[config.mk]
export PLATFORM = sky130hd
export DESIGN_NAME = mult_sequencer
export DESIGN_NICKNAME = d
export VERILOG_FILES = /design/src/rtl/mult_pkg.sv /design/src/rtl/mult_shift_add_dp.sv /design/src/rtl/mult_sequencer.sv
export SDC_FILE = /design/constraint.sdc
export NUM_CORES = 1
export LEC_CHECK = 0
export BUFFER_PORTS_ARGS = -buffer_cell sky130_fd_sc_hd__buf_2
export CORE_MARGIN = 1
export CORE_UTILIZATION = 45
export CTS_CLUSTER_DIAMETER = 50
export DETAILED_ROUTE_END_ITERATION = 8
export PLACE_DENSITY = 0.66
export SLEW_MARGIN = 10
export SYNTH_ARGS = -nofsm -noshare
export SYNTH_HDL_FRONTEND = slang
export SYNTH_HIERARCHICAL = 1
export SYNTH_SLANG_ARGS = --single-unit
[constraint.sdc]
create_clock -name clk -period 6.55 [get_ports clk]
set_clock_uncertainty 0.1 [all_clocks]
set_input_delay 0.3275 -clock clk [delete_from_list [all_inputs] [get_ports clk]]
set_output_delay 0.3275 -clock clk [all_outputs]
set_load 0.03 [all_outputs]
[src/rtl/mult_pkg.sv]
// =============================================================================
// Module      : mult_pkg
// Description : Shared constants for the shift-add multiplier sequencer.
// Revision    : 1.0 - initial release
// =============================================================================
`default_nettype none

package mult_pkg;

    localparam int DEFAULT_WIDTH = 32;
    localparam int DEFAULT_CNT_W = 6;

    localparam logic [1:0] ST_IDLE = 2'd0;
    localparam logic [1:0] ST_RUN  = 2'd1;
    localparam logic [1:0] ST_DONE = 2'd2;

endpackage

`default_nettype wire

[src/rtl/mult_shift_add_dp.sv]
// =============================================================================
// Module      : mult_shift_add_dp
// Description : Shift-add multiplier datapath (accumulator, multiplicand,
//               multiplier, adder). MULT_EARLY_EXIT_EN enables early finish.
// Revision    : 1.0 - initial release
// =============================================================================
`default_nettype none

module mult_shift_add_dp
    import mult_pkg::*;
#(
    parameter int WIDTH = DEFAULT_WIDTH
) (
    input  logic               clk,
    input  logic               rst,
    input  logic               load,
    input  logic               step,
    input  logic               cnt_last,
    input  logic [WIDTH-1:0]   src_a,
    input  logic [WIDTH-1:0]   src_b,
    output logic [2*WIDTH-1:0] acc,
    output logic               step_last
);

    logic [2*WIDTH-1:0] r_acc;
    logic [2*WIDTH-1:0] r_mcand;
    logic [WIDTH-1:0]   r_mplier;

    always_ff @(posedge clk) begin
        if (rst) begin
            r_acc    <= '0;
            r_mcand  <= '0;
            r_mplier <= '0;
        end else if (load) begin
            r_acc    <= '0;
            r_mcand  <= {{WIDTH{1'b0}}, src_a};
            r_mplier <= src_b;
        end else if (step) begin
            // Multiplicand is zero-extended to 2*WIDTH, so the sum never overflows.
            if (r_mplier[0]) begin
                r_acc <= r_acc + r_mcand;
            end
            r_mcand  <= r_mcand << 1;
            r_mplier <= r_mplier >> 1;
        end
    end

    assign acc = r_acc;

`ifdef MULT_EARLY_EXIT_EN
    // Once no multiplier bits remain above bit 0, this is the last useful step.
    assign step_last = cnt_last | (r_mplier[WIDTH-1:1] == '0);
`else
    assign step_last = cnt_last;
`endif

endmodule

`default_nettype wire

[src/rtl/mult_sequencer.sv]
// =============================================================================
// Module      : mult_sequencer
// Description : Iterative unsigned multiplier controller with HI/LO registers
//               and pipeline stall. Optional macro: MULT_EARLY_EXIT_EN.
// Revision    : 1.0 - initial release
// =============================================================================
`default_nettype none

module mult_sequencer
    import mult_pkg::*;
#(
    parameter int WIDTH = DEFAULT_WIDTH,
    parameter int CNT_W = DEFAULT_CNT_W
) (
    input  logic             clk,
    input  logic             rst,
    input  logic             mult_enable,
    input  logic [WIDTH-1:0] src_a,
    input  logic [WIDTH-1:0] src_b,
    input  logic             sf_read,
    input  logic             sfmux_high,
    output logic [WIDTH-1:0] hi,
    output logic [WIDTH-1:0] lo,
    output logic [WIDTH-1:0] sf_out,
    output logic             busy,
    output logic             stall,
    output logic             done
);

    localparam logic [CNT_W-1:0] c_cnt_last = CNT_W'(WIDTH - 1);

    logic [1:0]         r_state;
    logic [1:0]         w_next_state;
    logic [CNT_W-1:0]   r_cnt;
    logic [WIDTH-1:0]   r_hi;
    logic [WIDTH-1:0]   r_lo;
    logic [2*WIDTH-1:0] w_acc;
    logic               w_load;
    logic               w_step;
    logic               w_busy;
    logic               w_done;
    logic               w_cnt_last;
    logic               w_step_last;

    mult_shift_add_dp #(
        .WIDTH (WIDTH)
    ) u_dp (
        .clk       (clk),
        .rst       (rst),
        .load      (w_load),
        .step      (w_step),
        .cnt_last  (w_cnt_last),
        .src_a     (src_a),
        .src_b     (src_b),
        .acc       (w_acc),
        .step_last (w_step_last)
    );

    assign w_cnt_last = (r_cnt == c_cnt_last);

    always_ff @(posedge clk) begin
        if (rst) begin
            r_state <= ST_IDLE;
        end else begin
            r_state <= w_next_state;
        end
    end

    always_comb begin
        w_next_state = r_state;
        case (r_state)
            ST_IDLE: if (mult_enable) w_next_state = ST_RUN;
            ST_RUN:  if (w_step_last) w_next_state = ST_DONE;
            ST_DONE: w_next_state = ST_IDLE;
            default: w_next_state = ST_IDLE;
        endcase
    end

    always_comb begin
        w_load = 1'b0;
        w_step = 1'b0;
        w_busy = 1'b0;
        w_done = 1'b0;
        case (r_state)
            ST_IDLE: w_load = mult_enable;
            ST_RUN: begin
                w_step = 1'b1;
                w_busy = 1'b1;
            end
            ST_DONE: begin
                w_busy = 1'b1;
                w_done = 1'b1;
            end
            default: ;
        endcase
    end

    always_ff @(posedge clk) begin
        if (rst) begin
            r_cnt <= '0;
        end else if (w_load) begin
            r_cnt <= '0;
        end else if (w_step) begin
            r_cnt <= r_cnt + 1'b1;
        end
    end

    // HI/LO only move on the DONE cycle, so reads during RUN see the old result.
    always_ff @(posedge clk) begin
        if (rst) begin
            r_hi <= '0;
            r_lo <= '0;
        end else if (w_done) begin
            r_hi <= w_acc[2*WIDTH-1:WIDTH];
            r_lo <= w_acc[WIDTH-1:0];
        end
    end

    assign hi     = r_hi;
    assign lo     = r_lo;
    assign sf_out = sfmux_high ? r_hi : r_lo;
    assign busy   = w_busy;
    assign done   = w_done;
    assign stall  = w_busy & (sf_read | mult_enable);

endmodule

`default_nettype wire
==> metrics.txt <==
# TYPE chip_impl_metric gauge
chip_impl_metric{name="max-cap-violations",unit=""} 0
chip_impl_metric{name="place_ws",unit="ns"} 2.76
chip_impl_metric{name="comb_power_share",unit=""} 0.246
chip_impl_metric{name="vdd.ir_drop.worst",unit="V"} 0.000235
chip_impl_metric{name="fillerInstances",unit=""} 2584
chip_impl_metric{name="initial_antenna_violation_count",unit=""} 0
chip_impl_metric{name="globalRouteMet2Util",unit=""} 0.409
chip_impl_metric{name="die-area",unit="sq um"} 29300
chip_impl_info{name="clock_tree_from_tritoncts",value="yes"} 1
chip_impl_metric{name="timing.final.max_slew_violations",unit=""} 0
chip_impl_metric{name="die_h",unit="microns"} 171
chip_impl_metric{name="postSynthNetCount",unit=""} 1699
chip_impl_metric{name="top_level_ports",unit=""} 168
chip_impl_metric{name="leakagePower",unit="nW"} 6.64
chip_impl_metric{name="initial_utilization",unit=""} 0.460
chip_impl_info{name="synth_area_leaders",value="sky130_fd_sc_hd__dfxtp_1 (36%), sky130_fd_sc_hd__mux2i_1 (13%), sky130_fd_sc_hd__nor2_1 (8.0%)"} 1
chip_impl_metric{name="postLayoutCoreUtil",unit=""} 0.561
chip_impl_info{name="root_buffer",value="sky130_fd_sc_hd__clkbuf_16"} 1
chip_impl_metric{name="syn-instance-count",unit=""} 1560
chip_impl_info{name="timing.critical_path.to_type",value="register"} 1
chip_impl_info{name="busiest_layer",value="met2"} 1
chip_impl_metric{name="grt_overflow",unit=""} 0
chip_impl_info{name="critical_path_slowest_stage_cell",value="sky130_fd_sc_hd__a22oi_1"} 1
chip_impl_metric{name="cts_setup_buffers",unit=""} 0
chip_impl_metric{name="totalWireLength",unit="mm"} 35.3
chip_impl_metric{name="timing.reg2reg.setup_slack",unit="ns"} 2.71
chip_impl_metric{name="area.growth.synth_to_final",unit="%"} 22.0
chip_impl_metric{name="report.final.hold_viol_count",unit=""} 0
chip_impl_info{name="timing.critical_path.from",value="u_dp/acc[0]$_SDFFE_PP0P_"} 1
chip_impl_info{name="start_kind",value="register"} 1
chip_impl_metric{name="post_route_fraction_of_the_period_consumed_by_the_critical_path",unit=""} 0.586
chip_impl_info{name="netlist.top_cell.by_area",value="sky130_fd_sc_hd__dfxtp_1"} 1
chip_impl_metric{name="internal_power",unit="mW"} 3.18
chip_impl_metric{name="number_of_enable_flip_flop_cells_after_synthesis",unit=""} 0
chip_impl_info{name="timing.hold.worst.class",value="primary input to register"} 1
chip_impl_metric{name="final_critical_path_setup_slack",unit="ns"} 2.71
chip_impl_metric{name="clk_pin_slew_worst_paths",unit="ns"} 0.06
chip_impl_metric{name="clock_path_buffers",unit=""} 3
chip_impl_metric{name="postSynthRegisterBits",unit=""} 232
chip_impl_metric{name="seq_area_frac_synth",unit=""} 0.360
chip_impl_metric{name="slew-limit-headroom",unit=""} 0.312
chip_impl_metric{name="synthDistinctLibCells",unit=""} 66
chip_impl_metric{name="drive_above_1_share",unit=""} 0.159
chip_impl_metric{name="yosys.area.top_type_share",unit=""} 0.360
chip_impl_metric{name="grt_pass1_vias",unit=""} 10900
chip_impl_metric{name="gp_routability_congestion",unit=""} 0.899
chip_impl_metric{name="setup-tns-final",unit="ns"} 0
chip_impl_metric{name="finalNetCount",unit=""} 1875
chip_impl_metric{name="vias_per_cell",unit=""} 5.43
chip_impl_info{name="crit_chain",value="ha_1 -> fa_1 -> a211oi_1 -> nor2_1 -> a211o_1 -> a22oi_1 -> a21oi_1 -> a21oi_1 -> nor2_1 -> o221ai_1 -> a2111oi_0 -> o31a_1"} 1
chip_impl_metric{name="antenna_diodes",unit=""} 0
chip_impl_info{name="ys.flop_type",value="sky130_fd_sc_hd__dfxtp_1"} 1
chip_impl_metric{name="routed-via-count",unit=""} 11600
chip_impl_metric{name="setup_viol",unit=""} 0
chip_impl_metric{name="clock_insertion_delay_worst_skew",unit="ns"} 0.52
chip_impl_info{name="run_status",value="finished clean"} 1
chip_impl_metric{name="cts.sink_count",unit=""} 232
chip_impl_metric{name="timing.final.crit_period",unit="ns"} 3.84
chip_impl_info{name="hp-start",value="mult_enable"} 1
chip_impl_metric{name="p_clk_frac",unit=""} 0.410
chip_impl_metric{name="first_pass_iters",unit=""} 5
chip_impl_metric{name="synth_async_sr_flop_share",unit=""} 0
chip_impl_metric{name="drt_iter0_drc",unit=""} 731
chip_impl_metric{name="routed_wire_per_std_cell",unit="microns"} 16.5
chip_impl_metric{name="groute.usage.overall",unit=""} 0.240
chip_impl_metric{name="cts_max_level",unit=""} 2
chip_impl_metric{name="seq_power_share",unit=""} 0.343
chip_impl_info{name="crit-reg2reg-launch",value="u_dp/acc[0]$_SDFFE_PP0P_"} 1
chip_impl_metric{name="final_cells",unit=""} 2137
chip_impl_metric{name="grt_use_met3",unit=""} 0.0292
chip_impl_metric{name="antenna_left",unit=""} 0
chip_impl_metric{name="total_power",unit="mW"} 4.64
chip_impl_metric{name="floorplan.rows",unit=""} 61
chip_impl_metric{name="number_of_warnings_issued_by_yosys",unit=""} 6
chip_impl_metric{name="grt_first_pass_wirelength",unit="mm"} 56.5
chip_impl_metric{name="worstPathArrival",unit="ns"} 4.14
chip_impl_metric{name="average_cell_area_after_synthesis",unit="sq um"} 8.26
chip_impl_info{name="setup.worst_path.class",value="register to register"} 1
chip_impl_metric{name="port_buffers",unit=""} 167
chip_impl_metric{name="dpl.cell_count",unit=""} 2014
chip_impl_metric{name="worstMarginPinSlew",unit="ns"} 1.03
chip_impl_metric{name="grt_use_met1",unit=""} 0.314
chip_impl_metric{name="p_sw_frac",unit=""} 0.314
chip_impl_metric{name="p_sw",unit="mW"} 1.46
chip_impl_metric{name="cp_slowest_stage_delay",unit="ns"} 0.44
chip_impl_metric{name="fp.dieW",unit="microns"} 171
chip_impl_metric{name="worst-path-max-fanout",unit=""} 4
chip_impl_metric{name="synthesis.area",unit="sq um"} 12900
chip_impl_metric{name="maximum_clock_frequency",unit="MHz"} 261
chip_impl_metric{name="hpwlAfterDp",unit="mm"} 24.8
chip_impl_metric{name="critical_path_required",unit="ns"} 6.85
chip_impl_metric{name="numCtsBuffers",unit=""} 34
chip_impl_metric{name="largest_net_degree_at_the_start_of_global_routing",unit=""} 73
chip_impl_metric{name="drc",unit=""} 0
chip_impl_metric{name="coreArea",unit="sq um"} 28000
chip_impl_metric{name="p_per_area",unit="nW/um^2"} 295
chip_impl_info{name="grt_setup_unrepaired",value="false"} 1
-- registers in the layout, summed over array words and instances, names as in the netlist --
register / count
r_state: 2
u_dp/r_mcand: 64
hi: 32
lo: 32
u_dp/acc: 64
u_dp/r_mplier: 32
r_cnt: 6
-- cell families (layout without fill, tap and decap cells) --
group,Yosys count,after routing,synth area share
AO/OA/AOI/OAI,368,368,0.169
flip-flops,232,232,0.360
adder cells (fa/ha/maj),70,70,0.0685
buffers and inverters,123,322,0.0381
AND/OR/NAND/NOR,515,515,0.171
XOR/XNOR,59,59,0.0401
multiplexers,193,193,0.153
-- per-stage QoR --
stage,hold slack [ns],cell area (sq um)
final,0.178,15700
after global routing,0.219,15700
after CTS,0.169,15700
after detailed placement,0.367,13900
after global placement,0.363,13900
after floorplan,0.342,12900
-- synthesized netlist by cell type (all sizes together), types with 3 or more instances --
cell type / n
a211oi: 9
and2: 6
o21bai: 11
a21oi: 192
a211o: 3
mux2i: 161
nor4: 3
clkbuf: 67
nor3b: 4
o221ai: 5
o21ai: 59
xor2: 22
nor2: 274
nand4: 26
dfxtp: 232
inv: 24
o21a: 8
a311oi: 4
and4: 3
o211ai: 5
nand2: 138
a21o: 30
nor2b: 9
nand3: 16
nor3: 8
o31ai: 4
a21boi: 3
a31oi: 15
and3: 11
nand2b: 3
buf: 32
mux2: 32
ha: 69
or2: 6
xnor2: 37
-- cell usage in the layout (no fill, tap or decap), types with 24 or more instances in the layout --
cell type                       instances
sky130_fd_sc_hd__nor2_1               273
sky130_fd_sc_hd__dfxtp_1              232
sky130_fd_sc_hd__a21oi_1              192
sky130_fd_sc_hd__buf_2                166
sky130_fd_sc_hd__mux2i_1              161
sky130_fd_sc_hd__nand2_1              138
sky130_fd_sc_hd__ha_1                  67
sky130_fd_sc_hd__dlygate4sd3_1         64
sky130_fd_sc_hd__o21ai_0               54
sky130_fd_sc_hd__xnor2_1               37
sky130_fd_sc_hd__clkbuf_16             34
sky130_fd_sc_hd__mux2_2                30
sky130_fd_sc_hd__a21o_1                30
sky130_fd_sc_hd__nand4_1               25
sky130_fd_sc_hd__inv_1                 24
-- path summary, 6_finish.rpt --
path / to / depth (start not counted)
setup reg to reg: u_dp/acc[60]$_SDFFE_PP0P_ / 12
hold / removal: r_state[1]$_SDFFE_PP0P_ / 4
hold reg to reg: u_dp/acc[26]$_SDFFE_PP0P_ / 2
setup / recovery: u_dp/acc[60]$_SDFFE_PP0P_ / 12
-- final cells by class --
cell class	count	area (sq um)	area share
tap	378	473	0.0301
multi-input combinational	1205	7780	0.495
timing repair buffer	239	1540	0.0979
clock inverter	18	267	0.0169
inverter	24	90.1	0.00573
sequential	232	4640	0.295
clock buffer	41	927	0.0590
-- power groups by stage --
stage	combinational, mW	clock, mW	sequential (mW)
after floorplan	0.902	0	1.59
after global placement	1.09	0	1.62
after detailed placement	1.11	0	1.62
after CTS	1.14	1.94	1.59
after global routing	1.25	2.01	1.60
final	1.14	1.90	1.59
-- metal layers --
metal	share of wire	wire (microns)
met4	0.025	873
met1	0.45	16000
met5	0	0
met3	0.047	1660
met2	0.47	16800
-- repair_timing --
action                    CTS  global route
hold endpoints to repair   64             0
resized for setup           0             0
hold buffers               64             0
-- critical path, delay by kind of cell (launching register included) --
| kind | cells | cell delay (ns) |
|---|---|---|
| AO/OA/AOI/OAI | 8 | 2.41 |
| adder cells (fa/ha/maj) | 2 | 0.64 |
| flip-flops | 1 | 0.32 |
| AND/OR/NAND/NOR | 2 | 0.24 |
Power figures use the tool's default switching activity.
